<file path="src/rtl/xbus_pkg.sv">
// Shared definitions for the xbus address decoder: FSM states and default slave windows.
// Latency: n/a (types, constants and elaboration-time helpers only).
// Backpressure: n/a.
package xbus_pkg;

  // Geometry of the default window table.
  localparam int XB_ADDR_W = 16;
  localparam int XB_N_SLV  = 4;

  // xdefs window constants: memory, register file, two peripheral blocks.
  localparam logic [XB_ADDR_W-1:0] XDEF_MEM_BASE  = 16'h0000;
  localparam logic [XB_ADDR_W-1:0] XDEF_MEM_MASK  = 16'hF800;
  localparam logic [XB_ADDR_W-1:0] XDEF_RF_BASE   = 16'h0800;
  localparam logic [XB_ADDR_W-1:0] XDEF_RF_MASK   = 16'hFFF0;
  localparam logic [XB_ADDR_W-1:0] XDEF_PER0_BASE = 16'h0810;
  localparam logic [XB_ADDR_W-1:0] XDEF_PER0_MASK = 16'hFFFC;
  localparam logic [XB_ADDR_W-1:0] XDEF_PER1_BASE = 16'h0814;
  localparam logic [XB_ADDR_W-1:0] XDEF_PER1_MASK = 16'hFFFC;

  // Transaction FSM: accept, wait for the selected slave, one-cycle response.
  typedef enum logic [1:0] {
    IDLE = 2'd0,
    WAIT = 2'd1,
    RESP = 2'd2
  } xbus_state_e;

  // Packs the xdefs windows into the flattened layout (slave i at bits [i*ADDR_W +: ADDR_W]).
  function automatic logic [XB_N_SLV*XB_ADDR_W-1:0] xbus_default_vec(input logic is_mask);
    if (is_mask) begin
      return {XDEF_PER1_MASK, XDEF_PER0_MASK, XDEF_RF_MASK, XDEF_MEM_MASK};
    end
    return {XDEF_PER1_BASE, XDEF_PER0_BASE, XDEF_RF_BASE, XDEF_MEM_BASE};
  endfunction

  localparam logic [XB_N_SLV*XB_ADDR_W-1:0] XB_DEFAULT_BASE_VEC = xbus_default_vec(1'b0);
  localparam logic [XB_N_SLV*XB_ADDR_W-1:0] XB_DEFAULT_MASK_VEC = xbus_default_vec(1'b1);

  // Width of a slave index; a single slave still needs one bit.
  function automatic int xbus_idx_width(input int n_slv);
    return (n_slv > 1) ? $clog2(n_slv) : 1;
  endfunction

  // Width of the wait counter; it only ever reaches TIMEOUT-1, so TIMEOUT+1 states is ample.
  function automatic int xbus_cnt_width(input int timeout);
    return (timeout > 0) ? $clog2(timeout + 1) : 1;
  endfunction

endpackage

</file>
<file path="src/rtl/xbus_match.sv">
// Priority address matcher: compares an address against N_SLV base/mask windows.
// Latency: purely combinational, zero cycles.
// Backpressure: none; result follows addr_i every cycle.
module xbus_match
  import xbus_pkg::*;
#(
  parameter int                          ADDR_W   = XB_ADDR_W,
  parameter int                          N_SLV    = XB_N_SLV,
  parameter logic [N_SLV*ADDR_W-1:0]     BASE_VEC = XB_DEFAULT_BASE_VEC,
  parameter logic [N_SLV*ADDR_W-1:0]     MASK_VEC = XB_DEFAULT_MASK_VEC,
  parameter int                          IDX_W    = xbus_idx_width(N_SLV)
) (
  input  logic [ADDR_W-1:0] addr_i,
  output logic              hit_o,
  output logic [IDX_W-1:0]  idx_o
);

  // Scan from the highest index down so the lowest matching window is written last and wins.
  always_comb begin
    hit_o = 1'b0;
    idx_o = '0;
    for (int i = N_SLV - 1; i >= 0; i--) begin
      if ((addr_i & MASK_VEC[i*ADDR_W +: ADDR_W]) == BASE_VEC[i*ADDR_W +: ADDR_W]) begin
        hit_o = 1'b1;
        idx_o = IDX_W'(i);
      end
    end
  end

endmodule

</file>
<file path="src/rtl/xbus_decoder.sv">
// Registered master-to-slave decoder: one-hot slave select, waits for ready, returns data or error.
// Latency: hit with ready slave acks 2 cycles after m_req; miss acks after 1; timeout after TIMEOUT+1.
// Backpressure: busy is high outside IDLE; any m_req while busy is dropped, slaves stall via s_ready.
module xbus_decoder
  import xbus_pkg::*;
#(
  parameter int                      ADDR_W   = 16,
  parameter int                      DATA_W   = 32,
  parameter int                      N_SLV    = 4,
  parameter logic [N_SLV*ADDR_W-1:0] BASE_VEC = XB_DEFAULT_BASE_VEC,
  parameter logic [N_SLV*ADDR_W-1:0] MASK_VEC = XB_DEFAULT_MASK_VEC,
  parameter int                      TIMEOUT  = 15
) (
  input  logic                    clk,
  input  logic                    rst_n,
  input  logic                    m_req,
  input  logic [ADDR_W-1:0]       m_addr,
  output logic                    busy,
  output logic                    m_ack,
  output logic                    m_err,
  output logic [DATA_W-1:0]       m_rdata,
  output logic [N_SLV-1:0]        s_sel,
  input  logic [N_SLV-1:0]        s_ready,
  input  logic [N_SLV*DATA_W-1:0] s_rdata,
  output logic                    trap_sel
);

  localparam int IDX_W = xbus_idx_width(N_SLV);
  localparam int CNT_W = xbus_cnt_width(TIMEOUT);
  // A zero TIMEOUT means wait forever.
  localparam bit TO_EN = (TIMEOUT != 0);
  // Counter value seen in the last permitted WAIT cycle.
  localparam logic [CNT_W-1:0] CNT_LAST = CNT_W'((TIMEOUT > 0) ? TIMEOUT - 1 : 0);

  // Registered state
  xbus_state_e        state_q;
  logic [IDX_W-1:0]   idx_q;
  logic [CNT_W-1:0]   cnt_q;
  logic [N_SLV-1:0]   sel_q;
  logic               ack_q;
  logic               err_q;
  logic               trap_q;
  logic [DATA_W-1:0]  rdata_q;

  // Matcher results and selected-slave view
  logic               hit;
  logic [IDX_W-1:0]   hit_idx;
  logic [N_SLV-1:0]   hit_onehot;
  logic               slv_ready;
  logic [DATA_W-1:0]  slv_rdata;

  xbus_match #(
    .ADDR_W   (ADDR_W),
    .N_SLV    (N_SLV),
    .BASE_VEC (BASE_VEC),
    .MASK_VEC (MASK_VEC),
    .IDX_W    (IDX_W)
  ) u_match (
    .addr_i (m_addr),
    .hit_o  (hit),
    .idx_o  (hit_idx)
  );

  // One-hot select for the winning window of the current request.
  always_comb begin
    hit_onehot = '0;
    for (int i = 0; i < N_SLV; i++) begin
      if (hit_idx == IDX_W'(i)) begin
        hit_onehot[i] = 1'b1;
      end
    end
  end

  // Only the latched slave's ready and data are visible to the FSM; the others are ignored.
  always_comb begin
    slv_ready = 1'b0;
    slv_rdata = '0;
    for (int i = 0; i < N_SLV; i++) begin
      if (idx_q == IDX_W'(i)) begin
        slv_ready = s_ready[i];
        slv_rdata = s_rdata[i*DATA_W +: DATA_W];
      end
    end
  end

  // Transaction FSM with registered select and response outputs; ack/err/trap pulse only in RESP.
  always_ff @(posedge clk or negedge rst_n) begin
    if (!rst_n) begin
      state_q <= IDLE;
      idx_q   <= '0;
      cnt_q   <= '0;
      sel_q   <= '0;
      ack_q   <= 1'b0;
      err_q   <= 1'b0;
      trap_q  <= 1'b0;
      rdata_q <= '0;
    end else begin
      ack_q  <= 1'b0;
      err_q  <= 1'b0;
      trap_q <= 1'b0;
      case (state_q)
        IDLE: begin
          if (m_req) begin
            if (hit) begin
              idx_q   <= hit_idx;
              sel_q   <= hit_onehot;
              cnt_q   <= '0;
              state_q <= WAIT;
            end else begin
              // Unmapped address: respond with an error straight away, no slave touched.
              ack_q   <= 1'b1;
              err_q   <= 1'b1;
              trap_q  <= 1'b1;
              rdata_q <= '0;
              state_q <= RESP;
            end
          end
        end
        WAIT: begin
          if (slv_ready) begin
            // Ready is checked first so it wins over a coincident timeout.
            sel_q   <= '0;
            ack_q   <= 1'b1;
            rdata_q <= slv_rdata;
            state_q <= RESP;
          end else if (TO_EN && (cnt_q == CNT_LAST)) begin
            sel_q   <= '0;
            ack_q   <= 1'b1;
            err_q   <= 1'b1;
            trap_q  <= 1'b1;
            rdata_q <= '0;
            state_q <= RESP;
          end else begin
            cnt_q <= cnt_q + CNT_W'(1);
          end
        end
        RESP: begin
          state_q <= IDLE;
        end
        default: begin
          sel_q   <= '0;
          state_q <= IDLE;
        end
      endcase
    end
  end

  assign busy     = (state_q != IDLE);
  assign s_sel    = sel_q;
  assign m_ack    = ack_q;
  assign m_err    = err_q;
  assign m_rdata  = rdata_q;
  assign trap_sel = trap_q;

endmodule

</file>
<file path="config.mk">
export PLATFORM = sky130hd
export DESIGN_NAME = xbus_decoder
export DESIGN_NICKNAME = d
export VERILOG_FILES = /design/src/rtl/xbus_pkg.sv /design/src/rtl/xbus_match.sv /design/src/rtl/xbus_decoder.sv
export SDC_FILE = /design/constraint.sdc
export NUM_CORES = 1
export LEC_CHECK = 0
export CORE_MARGIN = 1.5
export CORE_UTILIZATION = 35
export CTS_CLUSTER_SIZE = 25
export DETAILED_ROUTE_END_ITERATION = 6
export GPL_TIMING_DRIVEN = 0
export PLACE_DENSITY = 0.86
export REMOVE_ABC_BUFFERS = 1
export SYNTH_ARGS = -nofsm -noshare
export SYNTH_HDL_FRONTEND = slang
export SYNTH_SLANG_ARGS = --single-unit
</file>
<file path="constraint.sdc">
create_clock -name clk -period 2.6 [get_ports clk]
set_clock_uncertainty 0.2 [all_clocks]
set_input_delay 0.65 -clock clk [delete_from_list [all_inputs] [get_ports clk]]
set_output_delay 0.65 -clock clk [all_outputs]
set_load 0.02 [all_outputs]
</file>
==> run_results.csv, run 1 <==
group,metric,value,unit
status,status,"finished clean",
finish,fin_cells,475,
timing,period_needed,2.50,ns
clock_network,cts_root_buffer,"clkbuf_8",
floorplanning,core,0.00733,mm^2
placement,port_buffers,188,
timing,hold_violations,0,
placement,dp_hpwl,6970,um
clock_network,cts_buffer_depth,2,
critical_path,cp-start-kind,"input port",
floorplanning,boundaryPins,191,
finish,diodes,0,
timing,slew_headroom,56.4,%
route,drtPass1Iterations,6,
global_route,track_usage,22.2,%
synth,seq_area_frac_synth,42.8,%
global_route,grt_pass1_vias,2839,
run,drv_cap,0,
floorplanning,rows,31,
critical_path,crit_required,2.61,ns
critical_path,worstSetupEndpointType,"flip-flop",
route,wl_per_cell,19.0,um
clock_network,ctsHtreeMaxLevel,2,
synth,synth_area,0.00269,mm^2
route,wirelength,9050,um
critical_path,r2r-start,"idx_q[0]",
timing,period_share,96.1,%
finish,nets,528,
critical_path,ff2ff_setup_slack,0.27,ns
clock_network,cts_sinks,46,
global_route,grt_pass1_wl,14000,um
timing,rsz0062_at_grt,"false",
timing,setup_viol,0,
critical_path,cpPeakStageDelay,0.45,ns
critical_path,critPathBufInv,2,
clock_network,cts_tree,"yes",
global_route,overflow,0,
pwr,pwr_density_cell,356,mW/mm^2
pwr,ir_drop,0.180,mV
finish,syn_to_final_growth,81.8,%
pwr,leakagePower,1.89,nW
placement,placed_cells,459,
critical_path,critPathSlowestCell,"clkdlybuf4s50_1",
clock_network,postCtsHoldBufs,0,
worst_hold_path,hp-class,"input port to async pin",
route,vias,2546,
synth,ys_ff_latch,46,
finish,drive_gt1_share,17.0,%
floorplanning,die_area,0.00821,mm^2
synth,ys_warn_count,0,
critical_path,rr_worst_depth,5,
critical_path,cpLargestDelayFamily,"buffers and inverters",
critical_path,critical_path_arrival,2.51,ns
placement,globalplace.congestion,0.775,
route,drt-initial-drc-count,55,
synth,ys_types,33,
timing,max_freq,0.400,GHz
critical_path,critPathMaxFanout,4,
synth,synth_cells,186,
route,drc,0,
route,ant_nets,0,
synth,avgSynthCellArea,14.4,um^2
floorplanning,die_h,90.6,um
clock_network,numCtsBuffers,5,
global_route,antenna_found_initial,0,
clock_network,path_clk_slew,0.09,ns
floorplanning,fp.dieW,90.6,um
timing,setup_tns,0,ns
timing,worst_pin_slew,0.654,ns
critical_path,crit_path_start,"m_addr[9]",
clock_network,insertion_delay,0.29,ns
critical_path,worstPathCellList,"clkdlybuf4s50_1 > nor4b_4 > a31o_2 > nand2_2 > a2111oi_4 > buf_4 > mux2i_1",
critical_path,rr_endpoint,"m_rdata[0]",
timing,slew_viol_final,0,
global_route,grt_max_degree,35,
critical_path,path_class,"input port to flip-flop",
floorplanning,initial_utilization,36.7,%
route,viasPerCell,5.36,
report_power, final:
| group | internal (mW) | switching, mW | leakage [nW] |
|---|---|---|---|
| Clock | 0.287 | 0.238 | 0.0514 |
| Combinational | 0.304 | 0.140 | 1.21 |
| Sequential | 0.742 | 0.0264 | 0.629 |
routing by layer:
layer | track usage (%) | part of all wire (%) | vias up
li1 | - | - | 1136
met1 | 23.8 | 36 | 1281
met2 | 41.4 | 55 | 119
met3 | 5.81 | 6.7 | 10
met4 | 7.80 | 1.5 | 0
met5 | 0 | 0 | -
how the worst max path moves through the flow:
stage               depth (start not counted)  slack [ns]          end
floorplan                                   4       -0.79   m_rdata[0]
global placement                            4       -1.53  m_rdata[29]
detailed placement                          5       -0.93   m_rdata[0]
CTS                                         5       0.002     s_sel[3]
global route                                7       0.008     s_sel[3]
finish                                      7        0.10     s_sel[3]
cells in the mapped netlist (all sizes together):
master   number  share of area, %
dfrtp        46                43
a22o         33                11
mux4         33                28
clkbuf       11               1.5
nand2         9               1.3
inv           7              0.98
buf           5               2.0
nand3         5              0.93
nand2b        4               1.2
mux2i         3               1.1
nor3          3              0.56
o2bb2ai       3              0.98
a21oi         2              0.37
and2          2              0.47
ha            2              0.93
nor2          2              0.28
nor2b         2              0.56
nor4b         2              0.88
o21ai         2              0.37
a2111oi       1               1.0
a211oi        1              0.28
a21o          1              0.28
a31o          1              0.33
a32oi         1               1.0
a41o          1              0.37
nand4         1              0.23
nor4          1              0.23
o31ai         1              0.28
o32ai         1              0.33
what timing repair did:
| item | CTS | global route |
|---|---|---|
| buffers inserted | 5 | 2 |
| cloned | 1 | 0 |
| setup endpoints to repair | 44 | 24 |
| pin swaps | 2 | 2 |
| resized for setup | 6 | 7 |
final cells by class:
cell class	instances	area (um^2)
clock inverters	2	37.5
flip-flops and latches	46	1160
repair buffers	197	1980
inverters	7	26.3
well taps	99	124
multi-input cells	118	1490
fillers	517	2440
clock buffers	6	72.6
registers in the layout (all words and copies together), names as in the netlist:
register  flops
m_ack         1
trap_sel      1
cnt_q         4
state_q       2
m_rdata      32
s_sel         4
idx_q         2
placed cells by master, fill, tap and decap left out, drive strengths merged, types with 2 or more instances in the layout:
cell type	count
and2	2
o2bb2ai	3
clkbuf	6
inv	7
a22o	33
clkdlybuf4s50	187
nor2b	2
buf	10
ha	2
nand2	9
a21oi	2
a32oi	2
nand2b	4
nor2	2
mux2i	3
nor4b	2
mux4	33
nor3	3
o21ai	2
nand3	5
dfrtp	46
worst reg2reg max path, cell delays in order, from the launching register on:
cell and delay [ns]:
dfrtp_4 0.65, mux4_2 0.63, nand2b_4 0.21, a32oi_4 0.21, buf_12 0.19, a22o_1 0.17
cells by family (layout without fill, tap and decap cells):
family                     after synthesis  after routing  share of synthesized area (%)
AOI/OAI and AO/OA                       48             49                           16.4
adders and majority gates                2              2                          0.931
buffers and inverters                   23            212                           4.47
DFF                                     46             46                           42.8
muxes                                   36             36                           28.8
and+or+nand+nor                         31             31                           6.61
metrics by stage:
step	worst slack (ns)	instance area, um^2	hold slack, ns	total power [mW]	util, %
after floorplan	-0.786	2590	0.154	0.896	-
after global placement	-1.53	4600	0.288	1.18	62.7
after detailed placement	-0.928	4640	0.292	1.20	63.2
after CTS	0.00159	4840	0.0706	1.75	66.0
after global routing	0.00774	4890	0.0863	1.81	66.6
final	0.102	4890	0.0709	1.74	66.6
No activity file was read; power rests on OpenSTA's default activity.
==> inputs of run 2 (changes only) <==
--- a/config.mk
+++ b/config.mk
@@ -5,6 +5,7 @@
 export SDC_FILE = /design/constraint.sdc
 export NUM_CORES = 1
 export LEC_CHECK = 0
+export CAP_MARGIN = 10
 export CORE_MARGIN = 1.5
 export CORE_UTILIZATION = 35
 export CTS_CLUSTER_SIZE = 25
==> run 2 against run 1 <==
Effect of this change:
- total power up 0.42%
- critical path type unchanged
- wire length up 1.8%
- critical endpoint unchanged
- flip-flop and latch count unchanged
- sequential share of layout area down 0.21 points
- hold slack better by 0.0013 ns
- count of clock-buffer cells in the layout unchanged
==> run_results.csv, run 2 (synthesis results as in run 1) <==
group,metric,value,unit
status,status,"finished clean",
timing,hold_violations,0,
clock_network,cts_root_buffer,"clkbuf_8",
pwr,power_frac_seq,44.0,%
critical_path,cpPeakStageDelay,0.45,ns
placement,globalplace.congestion,0.775,
clock_network,postCtsHoldBufs,0,
worst_hold_path,hp-class,"input port to async pin",
floorplanning,rows,31,
critical_path,worstSetupEndpointType,"flip-flop",
pwr,ir_drop,0.263,mV
global_route,antenna_found_initial,0,
finish,final_common_cell,"clkdlybuf4s50_1",
global_route,grt_pass1_vias,2822,
critical_path,crit_path_start,"m_addr[9]",
pwr,p_int,1.33,mW
timing,worst_pin_slew,0.660,ns
critical_path,critPathMaxFanout,4,
route,wl_met3,723,um
pwr,switchingPower,409,uW
floorplanning,initial_utilization,36.7,%
global_route,track_usage,22.5,%
route,drc,0,
floorplanning,boundaryPins,191,
timing,worst_hold_slack,0.0722,ns
clock_network,path_clk_slew,0.09,ns
timing,setup_viol,0,
critical_path,crit_required,2.61,ns
route,dr.max_layer_used,"met4",
timing,max_freq,0.400,GHz
pwr,leakagePower,1.91,nW
floorplanning,die_h,90.6,um
route,drtPass1Iterations,5,
finish,nets,530,
placement,port_buffers,188,
clock_network,cts_sinks,46,
finish,fillers,518,
route,drt-initial-drc-count,59,
timing,period_share,96.0,%
placement,dp_hpwl,7120,um
critical_path,r2r-start,"idx_q[0]",
global_route,overflow,0,
clock_network,insertion_delay,0.29,ns
critical_path,cp-start-kind,"input port",
pwr,netSwitchingFraction,23.5,%
finish,fin_util,67.1,%
floorplanning,core,0.00733,mm^2
pwr,pwr_density_cell,355,mW/mm^2
clock_network,numCtsBuffers,5,
pwr,power.clock.fraction,30.3,%
critical_path,path_class,"input port to flip-flop",
critical_path,worstPathCellList,"clkdlybuf4s50_1 > nor4b_4 > a31o_2 > nand2_2 > a2111oi_4 > buf_4 > mux2i_1",
clock_network,ctsHtreeMaxLevel,2,
route,wl_met2,4970,um
timing,slew_headroom,56.0,%
route,ant_nets,0,
route,wirelength,9210,um
clock_network,cts_buffer_depth,2,
timing,slew_viol_final,0,
critical_path,critPathSlowestCell,"clkdlybuf4s50_1",
route,wl_per_cell,19.3,um
floorplanning,die_area,0.00821,mm^2
run,drv_cap,0,
finish,largest_register_ff_count,32,
route,vias,2595,
route,met1_length,3240,um
floorplanning,fp.dieW,90.6,um
global_route,grt_max_degree,33,
placement,placed_cells,460,
finish,drive_gt1_share,17.5,%
timing,period_needed,2.50,ns
pwr,p_comb_share,25.7,%
finish,diodes,0,
critical_path,critical_path_arrival,2.51,ns
finish,fin_cells,477,
clock_network,cts_tree,"yes",
route,viasPerCell,5.44,
finish,final_cell_mix,"clkdlybuf4s50_1, dfrtp_1, mux4_2, a22o_1, nand2_1",
global_route,grt_pass1_wl,14200,um
finish,syn_to_final_growth,83.0,%
==> run 2: cell types whose count changed in the layout (fill, tap and decap cells not counted), sizes merged <==
cell / previous run / this run
buf: 10 / 12
==> run 2: final timing paths <==
kind / end / slack, ns / cells after the start
worst max-delay path: s_sel[3] / 0.10 / 7
worst min-delay path: idx_q[1] / 0.07 / 1
worst max register to register: m_rdata[28] / 0.26 / 5
worst min register to register: m_rdata[29] / 0.31 / 1
max in group asynchronous: m_rdata[28] / 1.63 / 2
min in group clk: m_rdata[29] / 0.31 / 1
==> run 2: metal layers <==
metal / track usage (%) / vias to the layer above
met2: 41.1 / 149
met4: 10.2 / 0
met3: 5.81 / 20
met5: 0 / -
met1: 24.1 / 1284
li1: - / 1142
==> run 2: cell type report <==
cell class	instances	area [um^2]	share of cell area, %
Sequential cell	46	1160	23.5
Clock buffer	6	72.6	1.48
Timing Repair Buffer	199	2020	41.0
Clock inverter	2	37.5	0.763
Multi-Input combinational cell	118	1490	30.2
Inverter	7	26.3	0.534
Tap cell	99	124	2.52
==> run 2: worst max-delay path, delay by kind of cell <==
kind	cells	cell delay, ns
buf+inv	2	0.64
simple gates	2	0.49
mux	1	0.19
compound gates	2	0.54
==> run 2: timing repair <==
item,4_1_cts,5_1_grt
gates cloned,1,0
pin swaps,2,2
gates resized for setup,6,6
setup buffers,5,3
setup endpoints to repair,37,28
==> run 2: metrics by stage <==
stage	power, mW	setup slack, ns	TNS (ns)	area [um^2]
CTS	1.75	0.0215	0	4870
detailed placement	1.20	-0.920	-32.08	4660
global route	1.81	-0.0214	-0.0214	4920
finish	1.74	0.103	0	4920
floorplan	0.896	-0.786	-30.46	2590
global placement	1.18	-1.53	-88.89	4600
==> run 2: power groups by stage <==
stage | logic [mW] | clock network [mW] | registers (mW)
floorplan | 0.102 | 0 | 0.794
global placement | 0.400 | 0 | 0.779
detailed placement | 0.415 | 0 | 0.780
CTS | 0.441 | 0.544 | 0.767
global route | 0.476 | 0.563 | 0.771
finish | 0.449 | 0.528 | 0.768
==> inputs of run 3 (changes only) <==
--- a/config.mk
+++ b/config.mk
@@ -10,6 +10,7 @@
 export CORE_UTILIZATION = 35
 export CTS_CLUSTER_SIZE = 25
 export DETAILED_ROUTE_END_ITERATION = 6
+export GPL_ROUTABILITY_DRIVEN = 0
 export GPL_TIMING_DRIVEN = 0
 export PLACE_DENSITY = 0.86
 export REMOVE_ABC_BUFFERS = 1
==> results of run 3 <==
No change in the layout: final DEF, timing and power equal those of run 2.
